### config.mk
export PLATFORM = sky130hd
export DESIGN_NAME = conv_addr_sched
export DESIGN_NICKNAME = d
export VERILOG_FILES = /design/src/rtl/conv_addr_sched.sv
export SDC_FILE = /design/constraint.sdc
export NUM_CORES = 1
export LEC_CHECK = 0
export BUFFER_PORTS_ARGS = -buffer_cell sky130_fd_sc_hd__buf_2
export CELL_PAD_IN_SITES_DETAIL_PLACEMENT = 1
export CELL_PAD_IN_SITES_GLOBAL_PLACEMENT = 2
export CORE_UTILIZATION = 39
export CTS_CLUSTER_DIAMETER = 120
export DETAILED_ROUTE_END_ITERATION = 10
export PLACE_DENSITY_LB_ADDON = 0.1
export SYNTH_ARGS = -nofsm -noshare
export SYNTH_HDL_FRONTEND = slang
export SYNTH_SLANG_ARGS = --single-unit
export TNS_END_PERCENT = 30
### constraint.sdc
create_clock -name clk -period 9.49 [get_ports clk]
set_input_delay 2.847 -clock clk [delete_from_list [all_inputs] [get_ports clk]]
set_output_delay 2.847 -clock clk [all_outputs]
set_load 0.03 [all_outputs]
### src/rtl/conv_addr_sched.sv
// Sliding-window convolution address scheduler: walks every output window and kernel tap.
// Latency: first beat valid the cycle after an accepted start; then one beat per cycle.
// Backpressure: valid && !ready freezes every counter, so all beat outputs hold steady.
//
// Ports:
//   clk, rst          clock and asynchronous active-high reset
//   start, stride     pass request and window step, sampled together in IDLE
//   valid, ready      beat handshake toward the multiply-accumulate path
//   img_addr          row-major image address (or*S+kr)*M + (oc*S+kc)
//   ker_addr          row-major kernel address kr*F+kc
//   out_row, out_col  output window position of the current beat
//   win_last          current beat is the last tap of its window
//   busy              pass in progress
//   done              one-cycle pulse after the final beat is accepted
//   err               one-cycle pulse when start arrives with stride 0

module conv_addr_sched #(
   parameter int unsigned M  = 3,
   parameter int unsigned F  = 2,
   parameter int unsigned AW = 8
) (
   input  logic          clk,
   input  logic          rst,
   input  logic          start,
   input  logic [3:0]    stride,
   input  logic          ready,
   output logic          valid,
   output logic [AW-1:0] img_addr,
   output logic [AW-1:0] ker_addr,
   output logic [AW-1:0] out_row,
   output logic [AW-1:0] out_col,
   output logic          win_last,
   output logic          busy,
   output logic          done,
   output logic          err
);

   // Internal arithmetic is kept 4 bits wider than the outputs.
   localparam int unsigned IW = AW + 4;

   localparam logic [IW-1:0] ONE   = IW'(1);
   localparam logic [IW-1:0] ZERO  = '0;
   localparam logic [IW-1:0] F_LST = IW'(F - 1);
   localparam logic [IW-1:0] M_F   = IW'(M - F);
   localparam logic [IW-1:0] M_W   = IW'(M);
   localparam logic [IW-1:0] F_W   = IW'(F);

   typedef enum logic {
      IDLE = 1'b0,
      RUN  = 1'b1
   } state_t;

   state_t        state_q, state_d;
   logic [3:0]    s_q, s_d;
   logic [IW-1:0] row_q, row_d;
   logic [IW-1:0] col_q, col_d;
   logic [IW-1:0] kr_q, kr_d;
   logic [IW-1:0] kc_q, kc_d;
   logic          done_q, done_d;
   logic          err_q, err_d;

   logic [IW-1:0] s_ext;
   logic          fire;
   logic          kc_last, kr_last, col_last, row_last;
   logic [IW-1:0] img_full, ker_full;

   assign s_ext = {{(IW-4){1'b0}}, s_q};
   assign fire  = (state_q == RUN) && ready;

   assign kc_last  = (kc_q == F_LST);
   assign kr_last  = (kr_q == F_LST);
   // A window position is the last along its axis when the next step would
   // push the window past the image edge: pos*S + S > M-F. This gives
   // N = floor((M-F)/S)+1 positions without a runtime divider.
   assign col_last = ((col_q * s_ext) + s_ext) > M_F;
   assign row_last = ((row_q * s_ext) + s_ext) > M_F;

   // ---------------------------------------------------------------
   // State register
   // ---------------------------------------------------------------
   always_ff @(posedge clk or posedge rst) begin
      if (rst) begin
         state_q <= IDLE;
         s_q     <= 4'd0;
         row_q   <= '0;
         col_q   <= '0;
         kr_q    <= '0;
         kc_q    <= '0;
         done_q  <= 1'b0;
         err_q   <= 1'b0;
      end else begin
         state_q <= state_d;
         s_q     <= s_d;
         row_q   <= row_d;
         col_q   <= col_d;
         kr_q    <= kr_d;
         kc_q    <= kc_d;
         done_q  <= done_d;
         err_q   <= err_d;
      end
   end

   // ---------------------------------------------------------------
   // Next state and counter sequencing
   // ---------------------------------------------------------------
   always_comb begin
      state_d = state_q;
      s_d     = s_q;
      row_d   = row_q;
      col_d   = col_q;
      kr_d    = kr_q;
      kc_d    = kc_q;
      done_d  = 1'b0;
      err_d   = 1'b0;

      unique case (state_q)
         IDLE: begin
            if (start) begin
               if (stride == 4'd0) begin
                  err_d = 1'b1;
               end else begin
                  state_d = RUN;
                  s_d     = stride;
                  row_d   = ZERO;
                  col_d   = ZERO;
                  kr_d    = ZERO;
                  kc_d    = ZERO;
               end
            end
         end

         RUN: begin
            // Nesting, innermost first: kc, kr, col, row. start/stride are
            // deliberately ignored here.
            if (fire) begin
               if (!kc_last) begin
                  kc_d = kc_q + ONE;
               end else begin
                  kc_d = ZERO;
                  if (!kr_last) begin
                     kr_d = kr_q + ONE;
                  end else begin
                     kr_d = ZERO;
                     if (!col_last) begin
                        col_d = col_q + ONE;
                     end else begin
                        col_d = ZERO;
                        if (!row_last) begin
                           row_d = row_q + ONE;
                        end else begin
                           // Final beat accepted: counters are already back at 0.
                           row_d   = ZERO;
                           state_d = IDLE;
                           done_d  = 1'b1;
                        end
                     end
                  end
               end
            end
         end

         default: begin
            state_d = IDLE;
         end
      endcase
   end

   // ---------------------------------------------------------------
   // Beat outputs, derived directly from the counters so they stay
   // stable for as long as the counters are frozen by backpressure.
   // ---------------------------------------------------------------
   assign img_full = (((row_q * s_ext) + kr_q) * M_W) + (col_q * s_ext) + kc_q;
   assign ker_full = (kr_q * F_W) + kc_q;

   assign valid    = (state_q == RUN);
   assign busy     = (state_q == RUN);
   assign done     = done_q;
   assign err      = err_q;
   assign img_addr = img_full[AW-1:0];
   assign ker_addr = ker_full[AW-1:0];
   assign out_row  = row_q[AW-1:0];
   assign out_col  = col_q[AW-1:0];
   // Gated by valid so F=1 does not raise it while idle.
   assign win_last = (state_q == RUN) && kc_last && kr_last;

   // Upper guard bits never reach the outputs for legal parameters.
   logic unused_hi;
   assign unused_hi = ^{img_full[IW-1:AW], ker_full[IW-1:AW],
                        row_q[IW-1:AW], col_q[IW-1:AW]};

endmodule

After elaboration in Yosys (flattened, before gate mapping). Index checks and enable logic that the tools add are counted.

Memory bits (writable): 0. Register bits: 55. Memory bits (read-only): 0. Logic and storage cells: 79. Output and inout bits: 37. Memories kept: 0. Latch bits: 0.

Eq/ne operators: 8. Add/sub/neg operators: 10. Shift operators: 0. Reductions and logical operators: 9. Multiplexer cells: 37. Bitwise logic cells: 2. Divide/modulo/power cells: 0. Multiply operators: 3. $lt $le $gt $ge: 2.

Operators by type and width (number): $mux 12 (16); $pmux 12 s2 (4); $add 12x1->12 const B (4); $add 12x4->12 (2); $add 8x8->8 (3); $eq 12x1->1 const B (2); $gt 12x1->1 const B (2); $mul 12x4->12 (2); $mux 1 (16); $add 12x12->12 (1); $mul 12x2->8 const B (1); $ne 2x1->1 const B (4); $reduce_and 3->1 (2); $reduce_and 6->1 (1); $reduce_and 5->1 (1); $logic_not 4->1 (1); $ne 2x2->1 const B (2); $reduce_and 4->1 (1); $logic_and 1x1->1 (3); $not 1->1 (2); $pmux 1 s2 (1).

Longest topological paths before layout.
Word-level depth: 9. Mapped depth: 24. Mapped depth without buffers: 23.

Worst setup path before layout. No wires, ideal clock.

Path kind: register to output. Start point: register s_q[3]. End point: output img_addr[7]. Buffers on the path: 2. Path slack: 0.460 ns. Required time: 6.643 ns. Stages on the path, launching flop included: 22. Arrival time: 6.183 ns. Cell sequence: dfrtp_1 -> clkbuf_1 -> clkbuf_1 -> nand2_1 -> fa_1 -> fa_1 -> inv_1 -> ha_1 -> a211oi_1 -> nor2_1 -> nor2_1 -> ha_1 -> xnor2_1 -> fa_1 -> fa_1 -> ha_1 -> a21o_1 -> a21oi_1 -> xnor2_1 -> xnor2_1 -> xnor2_1 -> xnor2_1.

Longest elaborated chain between the ends: 5.

Ends and longest elaborated chain: start, declared (RTL line 54) `logic [3:0] s_q, s_d;`; start signal, assigned (RTL line 84) `s_q <= 4'd0;`; start signal, assigned (RTL line 93) `s_q <= s_d;`; $mul 12x4->12 (RTL line 172) `assign img_full = (((row_q * s_ext) + kr_q) * M_W) + (col_q * s_ext) + kc_q;`; $add 12x12->12 (RTL line 172); $mul 12x2->8 (RTL line 172); $add 8x8->8 (*) (2 in a row) (RTL line 172); end, declared (RTL line 28) `output logic [AW-1:0] img_addr,`.

Every way passes the cells marked *; elsewhere a longest branch is shown, timed or not.

Final worst setup path.
Start point: register row_q[2]. End point: output img_addr[7].

Longest elaborated chain between the ends: 5.

Ends and longest elaborated chain: start, declared (RTL line 55) `logic [IW-1:0] row_q, row_d;`; start signal, assigned (RTL line 94) `row_q <= row_d;`; $mul 12x4->12 (RTL line 172); $add 12x12->12 (RTL line 172); $mul 12x2->8 (RTL line 172); $add 8x8->8 (2 in a row) (RTL line 172).

No other way between the ends.

==> flow_summary.ini <==
[sta]
tightest_slew_ns = 0.8895
setup_tns_ns = 0
slew_viol_final = 0
hold_viol = 0
relSlewSlack_pct = 40.70
rsz0062_at_grt = false
fin_worst_skew_ns = 0.01584
fin_crit_sh_pct = 96.39
timing.fmax_ghz = 0.1093
fin_crit_ns = 9.147
setup_violations = 0

[synth]
yosysUniqueCellTypes = 68
synth_warnings = 0
synth_flop_cell = dfrtp_1
synth_top_cell_area_share_pct = 20.11
ys_seq_area_share_pct = 20.11
syn_nets = 927
synth_most_common_cell = nand2_1
synthCells = 811
synth_area_sq_um = 6844
synth_commonest_cells = 96 x nand2_1, 91 x inv_1, 57 x ha_1
synth-edff-count = 0
ys_async_sr_fraction_pct = 100.0
synth_area_per_cell_sq_um = 8.439
ys_ff_latch = 55
synth_top_cell_by_area = dfrtp_1
synthTopCellsByArea = dfrtp_1 20%, fa_1 15%, ha_1 10%, nand2_1 5.3%, inv_1 5.0%

[global_route]
grt_overflow = 0
grt_pass1_wl_mm = 32.84
grt-busiest-layer = met2
met1_usage_pct = 32.11
gr-usage-met2_pct = 39.09
grt_pass1_vias = 6202
use_met3_pct = 2.553
antenna_found_initial = 2
grt_usage_pct = 23.19
grt_max_degree = 56

[worst_setup_path]
path_cells = nand2_1 > fa_1 > fa_1 > inv_1 > fa_1 > xor2_1 > ha_1 > xor2_1 > fa_1 > inv_1 > fa_1 > inv_1 > ha_1 > inv_1 > o21bai_1 > a21o_1 > a21oi_1 > xnor2_1 > xnor2_1 > xnor2_1 > xnor2_1 > buf_2
endpoint_kind = output port
critical_path.top_delay_family = adder cells
critical_path.slowest_cell = fa_1
cpMostUsedCell = fa_1
required_ns = 6.64
path_class = reg -> out
cp_max_fo = 10
setup.worst_path.start_class = register
arrival_ns = 6.30
crit_buf_inv = 5
max_stage_delay_ns = 0.54

[clock_network]
clk_latency_ns = 0.32
cts-buffers-inserted = 5
cts-root-buf = clkbuf_16
cts_resized = 0
cts_tree = built
postCtsSetupRepairBufs = 0
clk_pin_slew_ns = 0.09
cts_sinks = 55
ctsLongestPathBuffers = 2
postCtsHoldBufs = 0
htree_num_levels = 2

[routing]
vias = 5810
drcViolationCount = 0
ant_nets = 0
via_per_inst = 5.512
wire_per_inst_um = 18.59
drtPass1Iterations = 4
totalWireLength_mm = 19.60
drtIter0Drc = 205

[finish]
final_layout_size_suffix_gt1_share_pct = 10.40
fin_nets = 942
area_growth_pct = 6.691

[floorplanning]
initial_core_util_pct = 39.71
coreArea_sq_um = 17240
rows = 48
num_io_pins = 45
die_y_um = 134.5
die_w_um = 134.5
die-area_sq_um = 18080

[flow_run]
cap_violations = 0

[placement]
hpwl_mm = 15.50
routabilityCongestion = 0.8269
portBuffers = 44

[worst_hold_path]
hp-class = reg -> reg

[status]
outcome = finished, final reports clean
kinds of logic (layout without fill, tap and decap cells):
logic type | after synthesis | in the layout | synth area share [%]
AOI/OAI and AO/OA | 146 | 146 | 14.84
xor gates and xnor gates | 58 | 58 | 7.623
adders and majority gates | 108 | 108 | 25.34
buffers and inverters | 134 | 150 | 8.793
DFF | 55 | 55 | 20.11
muxes | 5 | 5 | 0.7496
other | 0 | 2 | 0
and+or+nand+nor | 305 | 305 | 22.54
routing by layer:
| layer | vias to the layer above | wire [um] |
|---|---|---|
| met1 | 2967 | 9493 |
| met3 | 11 | 674 |
| met2 | 81 | 9229 |
| met5 | - | 0 |
| met4 | 0 | 201 |
| li1 | 2751 | - |
worst paths after layout:
kind	start	end	slack [ns]	cells past startpoint
hold reg to reg	kc_q[11]	kc_q[11]	0.56	2
setup / recovery	row_q[2]	img_addr[7]	0.34	22
hold / removal	kc_q[11]	kc_q[11]	0.56	2
max in group asynchronous	rst	row_q[9]	6.20	3
min in group asynchronous	rst	busy	2.77	3
setup reg to reg	s_q[2]	col_q[5]	4.17	15
cell usage in the layout, fill, tap and decap left out, drive strengths merged, types with 8 or more instances in the layout:
cell type / synthesis / layout
a21o: 11 / 11
a21oi: 27 / 27
a22o: 8 / 8
and2: 30 / 30
and3: 11 / 11
buf: 25 / 51
dfrtp: 55 / 55
fa: 51 / 51
ha: 57 / 57
inv: 91 / 91
nand2: 98 / 98
nand3: 30 / 30
nand4: 13 / 13
nor2: 55 / 55
nor3: 15 / 15
nor4: 8 / 8
o21ai: 42 / 42
o21bai: 10 / 10
o31ai: 9 / 9
xnor2: 32 / 32
xor2: 25 / 25
registers in the layout, indices dropped and copies added (netlist names):
name	cells
kr_q	12
busy	1
err	1
col_q	12
s_q	4
kc_q	12
done	1
row_q	12
stage by stage:
step	instance area (sq um)	hold slack (ns)	util, %	worst slack (ns)	instances
global route	7302	0.5960	42.36	0.009995	1054
detailed placement	7138	0.5420	41.41	0.5147	1044
floorplan	6844	0.5055	-	0.4600	811
finish	7302	0.5602	42.36	0.3431	1054
CTS	7279	0.5643	42.23	0.1397	1052
global placement	7138	0.5279	41.41	0.6773	1044
worst reg2reg max path, stage by stage, from the launching register on:
cell	delay, ns
dfrtp_1	0.45
buf_4	0.29
nand2_1	0.11
fa_1	0.51
inv_1	0.06
fa_1	0.53
fa_1	0.49
a211oi_2	0.28
o21ai_0	0.19
a221o_1	0.42
a2111oi_4	0.44
nand2_2	0.11
a2111oi_4	0.44
o211a_1	0.56
nor2_1	0.22
nor2_1	0.17
layout make-up:
class                   instances  area (sq um)
diodes                          2         5.005
clock buffers                   6         128.9
clock inverters                 2         12.51
fillers                      2062          9935
inverters                      91         341.6
multi-input cells             622          4883
flip-flops and latches         55          1376
well taps                     225         281.5
repair buffers                 51         272.8
Power is not shown: default switching activity piles up to over one toggle a cycle in this logic, so the estimate is an artifact.
